==> src/rtl/serial_frame_pkg.sv <==
// ---------------------------------------------------------------------------
// serial_frame_pkg
//   Definitions shared by the serial frame transmit and receive paths:
//   - tx_state_e   : transmitter phase encoding
//   - LEN_W        : width of the length field carried in every frame
//   - SYNC_W_DEF   : default sync pattern width
//   - SYNC_PAT_DEF : default sync pattern, sent MSB first
// ---------------------------------------------------------------------------
package serial_frame_pkg;

    localparam int LEN_W = 8;

    localparam int                    SYNC_W_DEF   = 4;
    localparam logic [SYNC_W_DEF-1:0] SYNC_PAT_DEF = 4'b1101;

    typedef enum logic [2:0] {
        ST_IDLE    = 3'd0,
        ST_SYNC    = 3'd1,
        ST_LEN     = 3'd2,
        ST_PAYLOAD = 3'd3,
        ST_GAP     = 3'd4
    } tx_state_e;

endpackage : serial_frame_pkg

==> src/rtl/serial_frame_tx_bit_counter.sv <==
// ---------------------------------------------------------------------------
// tx_bit_counter
//   Loadable down counter that times every phase of the transmitter. It is
//   loaded with (phase length - 1) on entry to a phase, counts down while
//   enabled and stops at zero; co flags the last cycle of the phase.
// Ports
//   clk      in   clock, rising edge
//   rst      in   asynchronous active-high reset, clears the count
//   load     in   load load_val (has priority over en)
//   en       in   count down by one (holds at zero)
//   load_val in   LEN_W value to load
//   count    out  current count
//   co       out  count is zero
// ---------------------------------------------------------------------------
module tx_bit_counter
    import serial_frame_pkg::*;
(
    input  logic             clk,
    input  logic             rst,
    input  logic             load,
    input  logic             en,
    input  logic [LEN_W-1:0] load_val,
    output logic [LEN_W-1:0] count,
    output logic             co
);

    // NOTE: sequential state is always written with non-blocking assignments
    // so every register samples pre-edge values regardless of block order.
    always_ff @(posedge clk or posedge rst) begin
        if (rst) begin
            count <= '0;
        end else if (load) begin
            count <= load_val;
        end else if (en && (count != '0)) begin
            count <= count - 1'b1;
        end
    end

    assign co = (count == '0);

endmodule : tx_bit_counter

==> src/rtl/serial_frame_tx.sv <==
// ---------------------------------------------------------------------------
// serial_frame_tx
//   Serial frame transmitter. On an accepted start it sends SYNC_PAT, an
//   8-bit length N and N payload bits on sout, one bit per cycle, then holds
//   the line idle for GAP_CYC cycles before accepting the next start.
// Parameters
//   SYNC_W    sync pattern width (1..8)
//   SYNC_PAT  sync pattern, sent MSB first
//   GAP_CYC   idle cycles after the frame before ready (>=1)
//   IDLE_LVL  sout level outside a frame
// Ports
//   clk           in   clock, rising edge
//   rst           in   asynchronous active-high reset, aborts any frame
//   start         in   frame request, sampled only while ready=1
//   len           in   payload length N, captured with start
//   pay_bit       in   payload bit, sampled on each edge where pay_rd=1
//   pay_rd        out  registered payload pull strobe
//   sout          out  registered serial line
//   frame_active  out  high while sync/length/payload bits are on sout
//   ready         out  idle, start will be accepted
//   done          out  one-cycle pulse in the first gap cycle
// ---------------------------------------------------------------------------
module serial_frame_tx
    import serial_frame_pkg::*;
#(
    parameter int                SYNC_W   = SYNC_W_DEF,
    parameter logic [SYNC_W-1:0] SYNC_PAT = SYNC_PAT_DEF,
    parameter int                GAP_CYC  = 2,
    parameter logic              IDLE_LVL = 1'b0
) (
    input  logic             clk,
    input  logic             rst,
    input  logic             start,
    input  logic [LEN_W-1:0] len,
    input  logic             pay_bit,
    output logic             pay_rd,
    output logic             sout,
    output logic             frame_active,
    output logic             ready,
    output logic             done
);

    // Header shift register holds the sync and length bits still to be sent.
    localparam int FW = SYNC_W + LEN_W;

    tx_state_e        state, state_n;
    logic [FW-1:0]    fsr;
    logic [FW-1:0]    fsr_init;
    logic [LEN_W-1:0] len_q;

    logic             cnt_load;
    logic             cnt_en;
    logic [LEN_W-1:0] cnt_val;
    logic [LEN_W-1:0] count;
    logic             co;

    logic             fsr_load;
    logic             fsr_shift;
    logic             sout_n;
    logic             pay_rd_n;
    logic             done_n;

    assign fsr_init = {SYNC_PAT, len};

    tx_bit_counter u_cnt (
        .clk      (clk),
        .rst      (rst),
        .load     (cnt_load),
        .en       (cnt_en),
        .load_val (cnt_val),
        .count    (count),
        .co       (co)
    );

    // ---------------------------------------------------------------------
    // Next-state and next-output logic. sout, pay_rd and done are computed
    // one cycle ahead and registered, so they line up with the new state.
    // ---------------------------------------------------------------------
    // NOTE: every signal is given a default before the case statement, so
    // no path leaves a value unassigned and no latch is inferred.
    always_comb begin
        state_n   = state;
        cnt_load  = 1'b0;
        cnt_en    = 1'b0;
        cnt_val   = '0;
        fsr_load  = 1'b0;
        fsr_shift = 1'b0;
        sout_n    = IDLE_LVL;
        pay_rd_n  = 1'b0;
        done_n    = 1'b0;

        case (state)
            ST_IDLE: begin
                if (start) begin
                    state_n  = ST_SYNC;
                    cnt_load = 1'b1;
                    cnt_val  = LEN_W'(SYNC_W - 1);
                    fsr_load = 1'b1;
                    sout_n   = SYNC_PAT[SYNC_W-1];
                end
            end

            ST_SYNC: begin
                // The bit after the last sync bit is the length MSB, so the
                // shift continues seamlessly into the LEN phase.
                sout_n    = fsr[FW-1];
                fsr_shift = 1'b1;
                if (co) begin
                    state_n  = ST_LEN;
                    cnt_load = 1'b1;
                    cnt_val  = LEN_W'(LEN_W - 1);
                end else begin
                    cnt_en = 1'b1;
                end
            end

            ST_LEN: begin
                if (co) begin
                    if (len_q == '0) begin
                        state_n  = ST_GAP;
                        cnt_load = 1'b1;
                        cnt_val  = LEN_W'(GAP_CYC - 1);
                        done_n   = 1'b1;
                    end else begin
                        // pay_rd was high in this last LEN cycle, so pay_bit
                        // is the first payload bit.
                        state_n  = ST_PAYLOAD;
                        cnt_load = 1'b1;
                        cnt_val  = len_q - 1'b1;
                        sout_n   = pay_bit;
                        pay_rd_n = (len_q >= LEN_W'(2));
                    end
                end else begin
                    sout_n    = fsr[FW-1];
                    fsr_shift = 1'b1;
                    cnt_en    = 1'b1;
                    // Raise pay_rd for the last LEN cycle.
                    pay_rd_n  = (count == LEN_W'(1)) && (len_q != '0);
                end
            end

            ST_PAYLOAD: begin
                if (co) begin
                    state_n  = ST_GAP;
                    cnt_load = 1'b1;
                    cnt_val  = LEN_W'(GAP_CYC - 1);
                    done_n   = 1'b1;
                end else begin
                    sout_n   = pay_bit;
                    cnt_en   = 1'b1;
                    // No pull in the final payload cycle: its bit was
                    // already fetched one cycle earlier.
                    pay_rd_n = (count >= LEN_W'(2));
                end
            end

            ST_GAP: begin
                if (co) begin
                    state_n = ST_IDLE;
                end else begin
                    cnt_en = 1'b1;
                end
            end

            default: begin
                state_n = ST_IDLE;
            end
        endcase
    end

    // ---------------------------------------------------------------------
    // Registers
    // ---------------------------------------------------------------------
    always_ff @(posedge clk or posedge rst) begin
        if (rst) begin
            state  <= ST_IDLE;
            sout   <= IDLE_LVL;
            pay_rd <= 1'b0;
            done   <= 1'b0;
            fsr    <= '0;
            len_q  <= '0;
        end else begin
            state  <= state_n;
            sout   <= sout_n;
            pay_rd <= pay_rd_n;
            done   <= done_n;
            if (fsr_load) begin
                // First sync bit goes straight to sout; keep the rest.
                fsr   <= fsr_init << 1;
                len_q <= len;
            end else if (fsr_shift) begin
                fsr <= fsr << 1;
            end
        end
    end

    assign ready        = (state == ST_IDLE);
    assign frame_active = (state == ST_SYNC) || (state == ST_LEN) ||
                          (state == ST_PAYLOAD);

endmodule : serial_frame_tx

==> config.mk <==
export PLATFORM = sky130hd
export DESIGN_NAME = serial_frame_tx
export DESIGN_NICKNAME = d
export VERILOG_FILES = /design/src/rtl/serial_frame_pkg.sv /design/src/rtl/serial_frame_tx_bit_counter.sv /design/src/rtl/serial_frame_tx.sv
export SDC_FILE = /design/constraint.sdc
export NUM_CORES = 1
export LEC_CHECK = 0
export CAP_MARGIN = 20
export CORE_UTILIZATION = 61
export CTS_CLUSTER_DIAMETER = 40
export DETAILED_ROUTE_END_ITERATION = 8
export PLACE_DENSITY = 0.84
export SLEW_MARGIN = 40
export SYNTH_ARGS = -nofsm -noshare
export SYNTH_HDL_FRONTEND = slang
export SYNTH_HIERARCHICAL = 1
export SYNTH_SLANG_ARGS = --single-unit
==> constraint.sdc <==
create_clock -name clk -period 6.3 [get_ports clk]
set_clock_uncertainty 0.15 [all_clocks]
set_input_delay 0.63 -clock clk [delete_from_list [all_inputs] [get_ports clk]]
set_output_delay 0.63 -clock clk [all_outputs]
set_load 0.05 [all_outputs]
==> results.py <==
metrics = {
    "clocking": {
        "clk_latency_ns": 0.33,
        "numCtsBuffers": 5,
        "root_buffer": "clkbuf_4",
        "cts_buffer_depth": 2,
        "htreeDepth": 2,
        "ctsResizeCount": 0,
        "cts_sinks": 33,
        "cts_tree": "yes",
        "cts_setup_buffers": 0,
        "path_clk_slew_ns": 0.10,
        "cts_hold_buf": 0,
    },
    "finish": {
        "fin_nets": 238,
        "drive_above_1_share_pct": 10.4,
        "finalNonFillerCells": 253,
        "syn_to_final_growth_pct": 14.5,
        "finish.utilization_pct": 75.5,
        "fill_cells": 204,
        "final_area_um2": 2120,
        "final_common_cell": "nand2_1",
        "antenna_cells": 0,
        "layout_common_cells": "nand2_1 (48), dfrtp_1 (33), clkdlybuf4s50_1 (16), o21ai_0 (15), nor2_1 (13)",
    },
    "timing": {
        "worstMarginPinSlew_ns": 0.706,
        "fin_crit_sh_pct": 51.7,
        "setup_ws_ns": 3.04,
        "slew_violations": 0,
        "setup_viol": 0,
        "finalHoldViolCount": 0,
        "tns_ns": 0,
        "slew_headroom_pct": 52.8,
        "max_clock_freq_mhz": 307,
        "rsz0062_at_grt": "no",
        "fin_crit_ns": 3.26,
    },
    "place": {
        "hpwlAfterDp_mm": 2.59,
        "io_buffer_count": 16,
        "place_inst": 245,
        "gp_congestion": 0.929,
        "place_area_um2": 2020,
        "place_ws_ns": 2.84,
    },
    "logic_synthesis": {
        "synth_nets": 222,
        "ys_ff_latch": 33,
        "synth-simple-area-share_pct": 26.0,
        "syn_area_per_cell_um2": 9.03,
        "synthCells": 205,
        "synth_mux_area_share_pct": 2.23,
        "syn-cell-area_um2": 1850,
        "yosysWarnings": 6,
        "synth_compound_area_share_pct": 16.8,
        "synth_xor_area_share_pct": 3.79,
        "synth_top_family_by_area": "simple AND/OR/NAND/NOR gates",
        "ys_seq_area_share_pct": 44.6,
        "ys_types": 46,
        "synthAdderAreaFrac_pct": 3.38,
    },
    "critical_path": {
        "cp-end-kind": "flip-flop",
        "crit-reg2reg-launch": "u_cnt/count[0]",
        "ff2ff_path_depth": 9,
        "crit_type": "reg -> reg",
        "start_kind": "flip-flop",
        "critPathMaxFanout": 17,
        "crit_start": "u_cnt/count[0]",
        "cp.required_ns": 6.35,
        "critPathArrivalTime_ns": 3.30,
    },
    "drt": {
        "wl_met1_mm": 1.69,
        "wl_met3_um": 121,
        "drt_wl_total_mm": 3.60,
        "drt_iter0_markers": 95,
        "drt_pass1_iterations": 6,
        "viasPerCell": 5.93,
        "drc": 3,
        "dr_total_vias": 1500,
        "top_layer_used": "met4",
        "wl_met2_mm": 1.73,
        "ant_nets": 0,
        "wl_per_cell_um": 14.2,
    },
    "floorplanning": {
        "die_area_um2": 3260,
        "fp-row-count": 19,
        "core_um2": 2810,
        "initial_core_util_pct": 66.0,
        "ios": 17,
        "die_h_um": 57.1,
        "die_width_um": 57.1,
    },
    "hold_path": {
        "min_from": "fsr[6]",
        "hp-class": "reg -> reg",
        "min_path_cells": 2,
    },
    "status": {
        "status": "finished with violations",
        "violations": "DRC",
    },
    "grt": {
        "grt_util_all_layers_pct": 25.7,
        "grt_pass1_wl_mm": 6.42,
        "grt_max_degree": 26,
        "globalRouteOverflowTotal": 0,
        "grt_pass1_vias": 1451,
        "antenna_found_initial": 0,
    },
    "pwr": {
        "leakage_nw": 0.901,
        "p_per_area_nw_per_um2": 549,
        "vdd_ir_drop_max_v": 0.000340,
    },
    "run": {
        "maxCapViolCount": 0,
    },
}
==> cells by family (layout without fill, tap and decap cells) <==
family | Yosys count | after routing
adder cells (fa/ha/maj) | 5 | 5
buffers and inverters | 15 | 32
AND/OR/NAND/NOR | 95 | 95
flip-flops | 33 | 33
multiplexers | 4 | 4
AO/OA/AOI/OAI | 45 | 45
XOR/XNOR | 8 | 8
==> layer usage <==
metal  up-vias  global-route usage (%)
li1        750                       -
met1       706                    33.4
met2        37                    42.5
met3         7                    6.12
met4         0                    9.06
met5         -                       0
==> report_power, final <==
group | internal, mW | total, mW | switching [mW]
Clock | 0.0948 | 0.164 | 0.0694
Combinational | 0.241 | 0.595 | 0.354
Sequential | 0.306 | 0.405 | 0.0986
==> area by class of cell <==
| class | instances | area [um2] | share of cell area (%) |
|---|---|---|---|
| Multi-Input combinational cell | 157 | 978 | 46.2 |
| Timing Repair Buffer | 16 | 160 | 7.56 |
| Inverter | 8 | 30.0 | 1.42 |
| Clock inverter | 1 | 30.0 | 1.42 |
| Clock buffer | 7 | 55.1 | 2.60 |
| Tap cell | 31 | 38.8 | 1.83 |
| Sequential cell | 33 | 826 | 39.0 |
==> metrics by stage <==
stage                     total power [mW]  hold WS [ns]
final                                 1.16         0.365
after global routing                  1.26         0.393
after CTS                             1.16         0.366
after detailed placement             0.988         0.343
after global placement               0.960         0.326
after floorplan                      0.856         0.296
==> critical path, stage by stage, from the launching register on <==
cell	delay (ns)
dfrtp_1	0.41
inv_1	0.13
ha_1	0.19
or4b_4	0.50
nor2_1	0.58
o21ai_0	0.26
a21oi_2	0.52
nor2b_1	0.10
a22oi_1	0.18
o41ai_1	0.10
==> final timing paths <==
path / endpoint / slack [ns]
hold / removal: fsr[7] / 0.36
max in group asynchronous: state[1] / 5.10
hold reg to reg: fsr[7] / 0.36
setup / recovery: u_cnt/count[3] / 3.04
min in group asynchronous: u_cnt/count[3] / 0.44
setup reg to reg: u_cnt/count[3] / 3.04
==> registers in the layout (all words and copies together) (netlist names) <==
register / cells
fsr: 11
sout: 1
u_cnt/count: 8
done: 1
len_q: 8
state: 3
pay_rd: 1
==> synth_stat cells (all sizes together) <==
master | number | area [um2]
o211ai | 9 | 67.6
or4b | 1 | 13.8
or3b | 3 | 26.3
xor2 | 4 | 35.0
o31a | 1 | 8.76
o21ai | 19 | 98.8
nand2 | 49 | 186
inv | 8 | 30.0
nand3 | 2 | 10.0
a22oi | 1 | 7.51
and2 | 1 | 6.26
or4 | 2 | 18.8
nor2b | 4 | 25.0
nor4b | 1 | 8.76
nand3b | 2 | 15.0
a21oi | 6 | 33.8
nand2b | 3 | 18.8
o41a | 1 | 12.5
o31ai | 3 | 22.5
a31oi | 1 | 6.26
dfrtp | 33 | 826
nor2 | 13 | 48.8
nand4 | 2 | 12.5
or3 | 3 | 25.0
mux2i | 3 | 30.0
nor3 | 3 | 15.0
ha | 5 | 62.6
xnor2 | 4 | 35.0
clkbuf | 6 | 22.5
o41ai | 2 | 36.3
a211oi | 1 | 7.51
nor3b | 1 | 7.51
mux2 | 1 | 11.3
and4bb | 1 | 12.5
buf | 1 | 5.00
nor4 | 4 | 31.3
a221o | 1 | 10.0
Note: power is estimated with default switching activity, not from simulation.
